$ cat src/rtl/cl_adder_pkg.sv
// Shared constants and helpers for the carry-lookahead adder.
// Operands are processed in fixed-size lookahead groups.
package cl_adder_pkg;

  localparam int GROUP_WIDTH = 4;

  // Round a width up to a whole number of lookahead groups.
  function automatic int padded_width(input int width);
    return ((width + GROUP_WIDTH - 1) / GROUP_WIDTH) * GROUP_WIDTH;
  endfunction

endpackage

$ cat src/rtl/cla_group4.sv
// Four-bit carry-lookahead group: closed-form carries into each bit of the group,
// plus the group generate/propagate terms used by the second-level lookahead.
module cla_group4
  import cl_adder_pkg::*;
(
  input  logic [GROUP_WIDTH-1:0] g,
  input  logic [GROUP_WIDTH-1:0] p,
  input  logic                   cin,
  output logic [GROUP_WIDTH-1:0] carries,
  output logic                   grp_g,
  output logic                   grp_p
);

  // carries[i] is the carry into bit i of the group; carries[0] is cin itself.
  assign carries[0] = cin;
  assign carries[1] = g[0] | (p[0] & cin);
  assign carries[2] = g[1] | (p[1] & g[0]) | (p[1] & p[0] & cin);
  assign carries[3] = g[2] | (p[2] & g[1]) | (p[2] & p[1] & g[0])
                    | (p[2] & p[1] & p[0] & cin);

  assign grp_g = g[3] | (p[3] & g[2]) | (p[3] & p[2] & g[1])
               | (p[3] & p[2] & p[1] & g[0]);
  assign grp_p = &p;

endmodule

$ cat src/rtl/cl_adder.sv
// Registered two-level carry-lookahead adder: {carry_o, result_o} = a_i + b_i,
// one cycle of latency, new result every cycle.
module cl_adder
  import cl_adder_pkg::*;
#(
  parameter int Width = 4
) (
  input  logic             clk_i,
  input  logic             rst_i,
  input  logic [Width-1:0] a_i,
  input  logic [Width-1:0] b_i,
  output logic [Width-1:0] result_o,
  output logic             carry_o
);

  localparam int PadWidth  = padded_width(Width);
  localparam int NumGroups = PadWidth / GROUP_WIDTH;

  logic [PadWidth-1:0]  a_pad_s;
  logic [PadWidth-1:0]  b_pad_s;
  logic [PadWidth-1:0]  g_s;
  logic [PadWidth-1:0]  p_s;
  logic [PadWidth:0]    c_s;
  logic [NumGroups:0]   grp_cin_s;
  logic [NumGroups-1:0] grp_g_s;
  logic [NumGroups-1:0] grp_p_s;
  logic [Width-1:0]     sum_s;
  logic [Width-1:0]     result_r;
  logic                 carry_r;

  assign a_pad_s = PadWidth'(a_i);
  assign b_pad_s = PadWidth'(b_i);
  assign g_s     = a_pad_s & b_pad_s;
  assign p_s     = a_pad_s ^ b_pad_s;

  for (genvar k = 0; k < NumGroups; k++) begin : gen_group
    cla_group4 u_group (
      .g       (g_s[k*GROUP_WIDTH +: GROUP_WIDTH]),
      .p       (p_s[k*GROUP_WIDTH +: GROUP_WIDTH]),
      .cin     (grp_cin_s[k]),
      .carries (c_s[k*GROUP_WIDTH +: GROUP_WIDTH]),
      .grp_g   (grp_g_s[k]),
      .grp_p   (grp_p_s[k])
    );
  end

  // The carry into the padded top only matters when Width fills the last group.
  assign c_s[PadWidth] = grp_cin_s[NumGroups];

  logic term_s;
  logic carry_s;

  // Second-level lookahead: each group carry-in as a flat sum of products of
  // group G/P terms, so no carry ever ripples from one group into the next.
  always_comb begin
    grp_cin_s = {(NumGroups + 1){1'b0}};
    term_s    = 1'b0;
    carry_s   = 1'b0;
    for (int k = 1; k <= NumGroups; k++) begin
      carry_s = 1'b0;
      for (int j = 0; j < k; j++) begin
        term_s = grp_g_s[j];
        for (int m = j + 1; m < k; m++) begin
          term_s = term_s & grp_p_s[m];
        end
        carry_s = carry_s | term_s;
      end
      grp_cin_s[k] = carry_s;
    end
  end

  assign sum_s = p_s[Width-1:0] ^ c_s[Width-1:0];

  // Output registers; carry_o is the carry into bit Width, not the padded top.
  always_ff @(posedge clk_i or posedge rst_i) begin
    if (rst_i) begin
      result_r <= {Width{1'b0}};
      carry_r  <= 1'b0;
    end else begin
      result_r <= sum_s;
      carry_r  <= c_s[Width];
    end
  end

  assign result_o = result_r;
  assign carry_o  = carry_r;

endmodule

$ cat config.mk
export PLATFORM = sky130hd
export DESIGN_NAME = cl_adder
export DESIGN_NICKNAME = d
export VERILOG_FILES = /design/src/rtl/cl_adder_pkg.sv /design/src/rtl/cla_group4.sv /design/src/rtl/cl_adder.sv
export SDC_FILE = /design/constraint.sdc
export NUM_CORES = 1
export LEC_CHECK = 0
export BUFFER_PORTS_ARGS = -buffer_cell sky130_fd_sc_hd__buf_2
export CAP_MARGIN = 20
export CORE_AREA = 2 2 39 41
export CTS_CLUSTER_SIZE = 8
export DETAILED_ROUTE_END_ITERATION = 7
export DIE_AREA = 0 0 41 43
export PLACE_DENSITY = 0.42
export SKIP_CTS_REPAIR_TIMING = 1
export SLEW_MARGIN = 0
export SYNTH_ARGS = -nofsm -noshare
export SYNTH_HDL_FRONTEND = slang
export SYNTH_SLANG_ARGS = --single-unit
$ cat constraint.sdc
create_clock -name clk_i -period 0.8 [get_ports clk_i]
set_input_delay 0.16 -clock clk_i [delete_from_list [all_inputs] [get_ports clk_i]]
set_output_delay 0.16 -clock clk_i [all_outputs]
set_load 0.005 [all_outputs]
# After elaboration in Yosys (flattened, before gate mapping)
# Index checks and enable logic that the tools add are counted.
[word_totals] ram_bits=0 latch_bits=0 regBits=5 romBits=0 wordCells=20 output_inout_bits=5 in_bits=10 memories=0
[op_classes] n_mul=0 n_lt_le_gt_ge=0 mux=0 reduce_logical=0 div=0 shift=0 n_addsub=0 n_eq_ne=0 n_bitwise=18
[ops] op="$and A1 B1 Y1" n=9
[ops] op="$xor A4 B4 Y4" n=2
[ops] op="$or A1 B1 Y1" n=6
[ops] op="$and A4 B4 Y4" n=1

# Logic depth before layout (Yosys ltp)
# Gate-level depths: netlist of run 1.
[depth] ltp_word=5 ltp_mapped=4 depth_no_buf=4

# Hierarchy
# From an unflattened synthesis of run 1, not the netlist that was laid out.
[hier_totals] cells_unflattened=25 area_unflattened_um2=284.0
[by_module_without_submodules] mod="cl_adder" area_per_inst_um2=217.7 cells_per_inst=15 seq_area_each_um2=125.1 instances=1
[by_module_without_submodules] mod="cla_group4" area_per_inst_um2=66.3 cells_per_inst=10 seq_area_each_um2=0.0 instances=1

# Worst setup path after synthesis of run 1
# Ideal clock, no wire load.
[synth_path] path_kind="input-to-reg" start="input a_i[1]" end="register result_r[3] (netlist: result_o[3])" path_buffers=0 arrival_time_ns=0.878 stages=4 required_ns=0.720 setup_ns=0.080 setup_slack_ns=-0.158 cell_sequence="ha_1 a21o_1 a21oi_2 xnor2_1"
[synth_between] elab_chain_cells=5 elab_cells_between_ends=8 cone_classes="bitwise: 8"
[synth_lines] item="from (decl)" line="cl_adder.sv:10" text="input logic [Width-1:0] a_i,"
[synth_lines] item="$and A4 B4 Y4 or $xor A4 B4 Y4 (tied branches)" line="cl_adder.sv:33, cl_adder.sv:34"
[synth_lines] item="$and A1 B1 Y1" line="cla_group4.sv:18" text="assign carries[3] = g[2] | (p[2] & g[1]) | (p[2] & p[1] & g[0])"
[synth_lines] item="$or A1 B1 Y1 or $and A1 B1 Y1 (tied branches)" line="cla_group4.sv:18"
[synth_lines] item="$or A1 B1 Y1 (*)" line="cla_group4.sv:18"
[synth_lines] item="$xor A4 B4 Y4 (*)" line="cl_adder.sv:72" text="assign sum_s = p_s[Width-1:0] ^ c_s[Width-1:0];"
[synth_lines] item="named net sum_s[3]" line="cl_adder.sv:27" text="logic [Width-1:0] sum_s;"
[synth_lines] item="to (signal assigned)" line="cl_adder.sv:77" text="result_r <= {Width{1'b0}};"
[synth_lines] item="to (signal assigned)" line="cl_adder.sv:80" text="result_r <= sum_s;"
[synth_lines] item="to (decl)" line="cl_adder.sv:28" text="logic [Width-1:0] result_r;"
# Mark *: on every way through the listed nets, which the timed path passes. The rest lies on a longest branch.

# Worst setup path after layout of run 1
[layout_path] start="register result_r[0] (netlist: result_o[0])" end="output result_o[0]"
[layout_rtl] item="to (decl)" line="cl_adder.sv:12" text="output logic [Width-1:0] result_o,"
# No word-level cell between the ends.

==> results.json, run 1 <==
{
  "outcome": "complete, but fails checks",
  "violations": "negative setup slack",
  "wire_per_inst_um": 8.12,
  "synth_nets": 36,
  "synthArstFlopShare_pct": 100,
  "synth_top_family_by_area": "adder cells",
  "drive_gt1_share_pct": 58.5,
  "layout_setup_ws_ps": -68.4,
  "synth_area_um2": 259,
  "postRouteAntennaNets": 0,
  "ys_seq_elements": 5,
  "die_y_um": 43,
  "io_pins": 15,
  "clk_pin_slew_worst_paths_ps": 40,
  "cpMaxStageDelayCell": "dfrtp_1",
  "crit_type": "flip-flop to output port",
  "drc_errors": 0,
  "cts.sinks": 5,
  "synth-compound-area-share_pct": 9.18,
  "hold_class": "input pin to flip-flop",
  "critPathRequiredTime_ps": 640,
  "core_area_um2": 1380,
  "yosys-top-cells-area": "dfrtp_1 48%, ha_1 19%, inv_1 8.7%",
  "overflow": 0,
  "routed_wl_um": 463,
  "post-place-ws_ps": -294,
  "htree_levels": 1,
  "power.density_nw_per_um2": 1710,
  "hold_viol_final": 0,
  "finalCritPeriodShare_pct": 109,
  "grt_max_degree": 6,
  "port_buffers": 14,
  "antenna_cells": 0,
  "clock.fmax_mhz": 1150,
  "synth_common_cells": "6 x inv_1, 5 x dfrtp_1, 4 x ha_1, 2 x xnor2_1",
  "vdd_drop_max_mv": 0.362,
  "cts_root_buffer": "clkbuf_4",
  "yosysWarnings": 0,
  "max_slew_margin_pct": 88.0,
  "ys_types": 8,
  "cp.arrival_ps": 710,
  "worstSetupEndpointType": "output port",
  "cp_cell_sequence": "buf_2",
  "synth_top_cell_area_share_pct": 48.3,
  "antenna_found_initial": 0,
  "fin_area_um2": 445,
  "cpPeakStageDelay_ps": 350,
  "synth_fa_ha_area_share_pct": 27.1,
  "critPathLaunchType": "flip-flop",
  "tightest_slew_ps": 179,
  "fp.dieW_um": 41,
  "syn2layout_area_growth_pct": 72.0,
  "slew_viol_final": 0,
  "grt_pass1_wl_um": 696,
  "viasPerCell": 3.58,
  "finalCriticalPeriod_ps": 868,
  "gp_congestion": 0.612,
  "yosys.area_share.simple_pct": 0,
  "grt_pass1_vias": 223,
  "crit_fanout": 1,
  "place_area_um2": 384,
  "cts_tree": "built",
  "drv_cap": 0,
  "rsz0062_at_grt": "yes",
  "numCtsBuffers": 3,
  "rows": 14,
  "track_usage_pct": 6.36,
  "first_pass_iters": 1,
  "synth_edf_count": 0,
  "clockBufferDepth": 2,
  "crit_family": "flip-flops",
  "syn_area_per_cell_um2": 12.3,
  "p_total_uw": 763,
  "synthMostInstantiatedCell": "inv_1",
  "nets": 57,
  "synth_seq_area_share_pct": 48.3,
  "crit_buf_inv": 1,
  "synthXorXnorAreaFrac_pct": 6.76,
  "synth_top_area_cell": "dfrtp_1",
  "synthMuxAreaShare_pct": 0,
  "via_count": 204,
  "drtIter0Drc": 0,
  "netlist_instances": 21,
  "floorplan.initialDensity_pct": 18.7,
  "leakagePower_uw": 0.000229,
  "finalSetupViolations": 6,
  "synth_flop_cell": "dfrtp_1",
  "fp.dieArea_um2": 1760
}
## stage by stage
stage                     utilization, %  TNS, ps  hold WS, ps  instances
after floorplan                        -     -329        -61.5         21
after global placement              27.8     -985         54.7         52
after detailed placement            27.8    -1010         61.7         52
after CTS                           29.7     -429         -197         56
after global routing                32.2     -547          126         57
final                               32.2     -328          132         57
## cells in the final DEF (no fill, tap or decap)
| cell type | count |
|---|---|
| a21o_1 | 1 |
| buf_4 | 1 |
| inv_1 | 4 |
| ha_4 | 2 |
| inv_2 | 2 |
| buf_2 | 10 |
| fa_2 | 1 |
| clkbuf_1 | 1 |
| o21bai_1 | 1 |
| dlygate4sd3_1 | 1 |
| ha_1 | 2 |
| dfrtp_1 | 5 |
| clkbuf_4 | 3 |
| xnor2_1 | 2 |
| a21oi_2 | 1 |
| buf_6 | 4 |
## flip-flops by register name (all words and copies together) (netlist names)
register,flops
result_o,4
carry_o,1
## path summary, 6_finish.rpt
check,cells past startpoint,start,slack [ps],endpoint
max in group asynchronous,3,rst_i,290,carry_o$_DFF_PP0_
worst min-delay path,2,a_i[0],130,result_o[0]$_DFF_PP0_
worst max-delay path,1,result_o[0]$_DFF_PP0_,-70,result_o[0]
min in group asynchronous,3,rst_i,350,result_o[2]$_DFF_PP0_
## kinds of logic after synthesis
| kind of cell | count (synthesis) |
|---|---|
| flops | 5 |
| compound gates | 3 |
| fa+ha+maj | 5 |
| buf+inv | 6 |
| xor+xnor | 2 |
## per-layer routing
metal	global-route usage, %	routed length (um)
met1	4.58	140
met2	10.6	244
met3	0	60
met4	10.0	18
met5	0	0
## area by class of cell
| cell class | count | area (um^2) |
|---|---|---|
| clock buffers | 4 | 26.3 |
| multi-input cells | 10 | 139 |
| well taps | 16 | 20.0 |
| inverters | 6 | 22.5 |
| flip-flops and latches | 5 | 125 |
| repair buffers | 16 | 113 |
| fillers | 150 | 938 |
## power breakdown
part / total [uW] / internal (uW) / switching, uW
Combinational: 180 / 107 / 73.7
Clock: 285 / 188 / 96.9
Sequential: 298 / 291 / 6.84
Total: 763 / 585 / 177
No activity file was read; power rests on OpenSTA's default activity.
==> run 2, diff against run 1 <==
--- a/config.mk
+++ b/config.mk
@@ -11,9 +11,10 @@
 export CTS_CLUSTER_SIZE = 8
 export DETAILED_ROUTE_END_ITERATION = 7
 export DIE_AREA = 0 0 41 43
-export PLACE_DENSITY = 0.42
+export PLACE_DENSITY = 0.44
 export SKIP_CTS_REPAIR_TIMING = 1
 export SLEW_MARGIN = 0
 export SYNTH_ARGS = -nofsm -noshare
 export SYNTH_HDL_FRONTEND = slang
+export SYNTH_HIERARCHICAL = 1
 export SYNTH_SLANG_ARGS = --single-unit
==> run 2 against run 1 <==
Compared with the run above:
- the run still ends with negative setup slack left
- synthesized area up 6.3%
- combinational power grew 41%
- setup slack got worse by 9.7 ps
- via count up 26%
- power rose by 12%
- count of clock-buffer cells in the layout stayed put
- utilization is 4.3 points higher
- synthesized cell count rose by 14%
- sequential cell count unchanged
- critical path type unchanged
- critical endpoint is now result_o[1]
- largest cell class unchanged
==> results.json, run 2 <==
{
  "finalCritPeriodShare_pct": 110,
  "mostFrequentLayoutCells": "10 x buf_2, 6 x buf_4, 5 x dfrtp_1",
  "antenna_found_initial": 0,
  "track_usage_pct": 8.06,
  "worstSetupEndpointType": "output port",
  "finalSetupViolations": 6,
  "cts_root_buffer": "clkbuf_4",
  "finalCriticalPeriod_ps": 878,
  "final_util_pct": 36.5,
  "synth_area_um2": 275,
  "violations": "negative setup slack",
  "rsz0062_at_grt": "yes",
  "crit_buf_inv": 1,
  "grt_pass1_vias": 231,
  "drc_errors": 0,
  "wire_per_inst_um": 8.51,
  "antenna_cells": 0,
  "rows": 14,
  "leakagePower_uw": 0.000264,
  "clock.fmax_mhz": 1140,
  "largest_reg_flops": 4,
  "slew_viol_final": 0,
  "syn_area_per_cell_um2": 11.5,
  "routed_wl_um": 553,
  "gp_congestion": 0.730,
  "overflow": 0,
  "port_buffers": 14,
  "cts_tree": "built",
  "via_count": 257,
  "grt_pass1_wl_um": 828,
  "layout_setup_ws_ps": -78.1,
  "drtIter0Drc": 0,
  "clk_pin_slew_worst_paths_ps": 40,
  "numCtsBuffers": 3,
  "fp.dieArea_um2": 1760,
  "floorplan.initialDensity_pct": 19.9,
  "critPathRequiredTime_ps": 640,
  "setup-tns-final_ps": -417,
  "crit_type": "flip-flop to output port",
  "cts.sinks": 5,
  "drive_gt1_share_pct": 53.1,
  "viasPerCell": 3.95,
  "final_common_cell": "buf_2",
  "cpPeakStageDelay_ps": 350,
  "drv_cap": 0,
  "outcome": "complete, but fails checks",
  "cpMaxStageDelayCell": "dfrtp_1",
  "crit_family": "flip-flops",
  "fin_area_um2": 505,
  "postRouteAntennaNets": 0,
  "place_hpwl_um": 438,
  "clockBufferDepth": 2,
  "critPathLaunchType": "flip-flop",
  "place_area_um2": 437,
  "crit_fanout": 1,
  "hold_class": "input pin to flip-flop",
  "nets": 64,
  "power.density_nw_per_um2": 1690,
  "vdd_drop_max_mv": 0.465,
  "first_pass_iters": 1,
  "core_area_um2": 1380,
  "hold_viol_final": 0,
  "netlist_instances": 24,
  "syn2layout_area_growth_pct": 83.6,
  "yosysWarnings": 6,
  "die_y_um": 43,
  "htree_levels": 1,
  "cp_cell_sequence": "buf_2",
  "fp.dieW_um": 41,
  "grt_max_degree": 6,
  "cp.arrival_ps": 720,
  "io_pins": 15
}
[run 2: cell types whose count changed in the layout (fill, tap and decap cells not counted), moves of 2 or more]
cell	previous run	this run
a21o_1	1	3
conb_1	0	2
inv_1	4	1
xnor2_1	2	0
buf_4	1	6
xor2_1	0	4
a21oi_1	0	2
inv_2	2	0
[run 2: final timing paths]
check                                 startpoint               endpoint  slack, ps  depth (start not counted)
max                        result_o[1]$_DFF_PP0_            result_o[1]        -80                          1
min                                       a_i[2]      carry_o$_DFF_PP0_        260                          4
max in group asynchronous                  rst_i      carry_o$_DFF_PP0_        300                          3
min in group asynchronous                  rst_i  result_o[1]$_DFF_PP0_        340                          3
[run 2: layout make-up]
cell class	count	area, um^2
inverter	1	3.75
clock buffer	4	26.3
sequential	5	125
multi-input combinational	18	180
timing repair buffer	21	150
tap	16	20.0
fill	150	878
[run 2: worst min-delay path, delay by kind of cell]
kind	cells	cell delay (ps)
compound gates	2	120
fa+ha+maj	1	110
buf+inv	1	70
[run 2: report_power, final]
group	switching [uW]	leakage, uW	internal, uW
sequential	9.03	0.0000588	298
combinational	99.2	0.000190	155
clock	107	0.0000150	189
[run 2: metal layers]
metal	share of wire, %	vias to the layer above	GRT usage, %
met5	0	-	0
li1	-	128	-
met2	48	13	10.9
met4	6.0	0	14.0
met3	12	4	1.57
met1	35	112	6.82
[run 2: stage by stage]
stage                     power, uW  instances  worst slack [ps]  hold WS (ps)
after floorplan                 430         25              -167         -61.5
after global placement          540         59              -318          52.5
after detailed placement        544         59              -313          62.6
after CTS                       855         63             -95.2          -209
after global routing            913         65              -104           282
final                           857         65             -78.1           262
==> run 3, diff against run 2 <==
--- a/config.mk
+++ b/config.mk
@@ -5,13 +5,15 @@
 export SDC_FILE = /design/constraint.sdc
 export NUM_CORES = 1
 export LEC_CHECK = 0
+export ABC_AREA = 1
 export BUFFER_PORTS_ARGS = -buffer_cell sky130_fd_sc_hd__buf_2
 export CAP_MARGIN = 20
 export CORE_AREA = 2 2 39 41
 export CTS_CLUSTER_SIZE = 8
 export DETAILED_ROUTE_END_ITERATION = 7
 export DIE_AREA = 0 0 41 43
-export PLACE_DENSITY = 0.44
+export GPL_TIMING_DRIVEN = 0
+export PLACE_DENSITY = 0.5
 export SKIP_CTS_REPAIR_TIMING = 1
 export SLEW_MARGIN = 0
 export SYNTH_ARGS = -nofsm -noshare
==> run 3 against run 2 <==
Compared with the run above:
- the run still ends with negative setup slack left
- sequential power is 4% lower
- sequential cell count is the same
- largest cell class unchanged
- global-route usage rose by 0.87 points
- critical path depth stayed put
- wire length grew 8.5%
- first-iteration DRC count grew 2
- critical path type unchanged
- utilization up 2.4 points
==> results.json, run 3 <==
{
  "drc_errors": 0,
  "violations": "negative setup slack",
  "drive_gt1_share_pct": 39.2,
  "fp.dieW_um": 41,
  "wire_per_inst_um": 6.67,
  "port_buffers": 14,
  "syn_area_per_cell_um2": 6.86,
  "netlist_instances": 50,
  "first_pass_iters": 2,
  "cp_cell_sequence": "buf_2",
  "clk_pin_slew_worst_paths_ps": 40,
  "numCtsBuffers": 3,
  "syn2layout_area_growth_pct": 56.9,
  "drv_cap": 0,
  "rsz0062_at_grt": "yes",
  "crit_family": "flip-flops",
  "critPathLaunchType": "flip-flop",
  "routed_wl_um": 600,
  "place_area_um2": 465,
  "fp.dieArea_um2": 1760,
  "largest_reg_flops": 4,
  "clockBufferDepth": 2,
  "io_pins": 15,
  "finalCriticalPeriod_ps": 867,
  "antenna_cells": 0,
  "num-fill-cells": 165,
  "seq_area_um2": 125,
  "mostFrequentLayoutCells": "17 x nand2_1, 13 x buf_2, 12 x inv_1",
  "die_y_um": 43,
  "drtIter0Drc": 2,
  "cp.depth": 1,
  "antenna_found_initial": 0,
  "grt_pass1_wl_mm": 1.01,
  "cts.sinks": 5,
  "multi_input_area_um2": 201,
  "layout_setup_ws_ps": -66.6,
  "fin_area_um2": 538,
  "outcome": "complete, but fails checks",
  "viasPerCell": 3.86,
  "cpMaxStageDelayCell": "dfrtp_1",
  "crit_type": "flip-flop to output port",
  "leakagePower_uw": 0.000331,
  "cts_tree": "built",
  "clock.fmax_mhz": 1150,
  "via_count": 347,
  "postRouteAntennaNets": 0,
  "core_area_um2": 1380,
  "yosysWarnings": 6,
  "grt_pass1_vias": 293,
  "vdd_drop_max_mv": 0.299,
  "cpPeakStageDelay_ps": 350,
  "rows": 14,
  "hold_viol_final": 0,
  "gp_congestion": 0.703,
  "slew_viol_final": 0,
  "p_total_uw": 836,
  "cp.arrival_ps": 710,
  "place_hpwl_um": 484,
  "critPathRequiredTime_ps": 640,
  "worstSetupEndpointType": "output port",
  "power.density_nw_per_um2": 1550,
  "crit_fanout": 1,
  "synth_area_um2": 343,
  "grt_max_degree": 6,
  "final_common_cell": "nand2_1",
  "cts_root_buffer": "clkbuf_4",
  "crit_buf_inv": 1,
  "track_usage_pct": 8.93,
  "floorplan.initialDensity_pct": 24.8,
  "overflow": 0,
  "hold_class": "input pin to flip-flop",
  "finalSetupViolations": 5,
  "finalCritPeriodShare_pct": 108,
  "crit_start": "result_o[3]$_DFF_PP0_",
  "htree_levels": 1,
  "setup.worst_path.end": "result_o[3]",
  "hold_ws_ps": 248,
  "nets": 89
}
==> run 3: cell types whose count changed in the layout (fill, tap and decap cells not counted), moves of 2 or more <==
cell | previous run | this run
xor2_1 | 4 | 0
buf_4 | 6 | 4
buf_2 | 10 | 13
a21o_1 | 3 | 0
nand3_1 | 0 | 2
nand2_1 | 1 | 17
buf_6 | 4 | 1
nand2_2 | 0 | 5
inv_1 | 1 | 12
==> run 3: stage by stage <==
stage	setup WS [ps]	instances	setup TNS (ps)	util [%]
2_1_floorplan	-36.0	52	-36.0	-
3_3_place_gp	-206	82	-560	33.6
3_5_place_dp	-217	82	-580	33.6
4_1_cts	-78.4	86	-354	35.5
5_1_grt	-111	90	-551	38.9
6_report	-66.6	90	-297	38.9
==> run 3: how the worst min path moves through the flow <==
stage,from,endpoint,cells after the start
final,b_i[3],carry_o$_DFF_PP0_,4
after global routing,b_i[3],carry_o$_DFF_PP0_,4
after CTS,rst_i,result_o[2]$_DFF_PP0_,2
after detailed placement,rst_i,result_o[1]$_DFF_PP0_,2
after global placement,rst_i,result_o[2]$_DFF_PP0_,2
after floorplan,rst_i,carry_o$_DFF_PP0_,1
==> run 3: layer usage <==
metal	vias to the layer above	track usage [%]	wire length, um
li1	188	-	-
met1	148	9.62	223
met2	9	11.9	318
met3	2	3.14	44
met4	0	10.0	13
met5	-	0	0
==> run 3: area by class of cell <==
class                           count  share of cell area (%)
Multi-Input combinational cell     33                    37.4
Clock buffer                        4                    4.88
Sequential cell                     5                    23.3
Inverter                           13                    9.07
Buffer                              1                    1.40
Timing Repair Buffer               18                    20.2
Tap cell                           16                    3.72
==> run 3: power breakdown <==
part	internal, uW	switching (uW)
sequential	289	6.46
combinational	135	124
clock	188	94.2
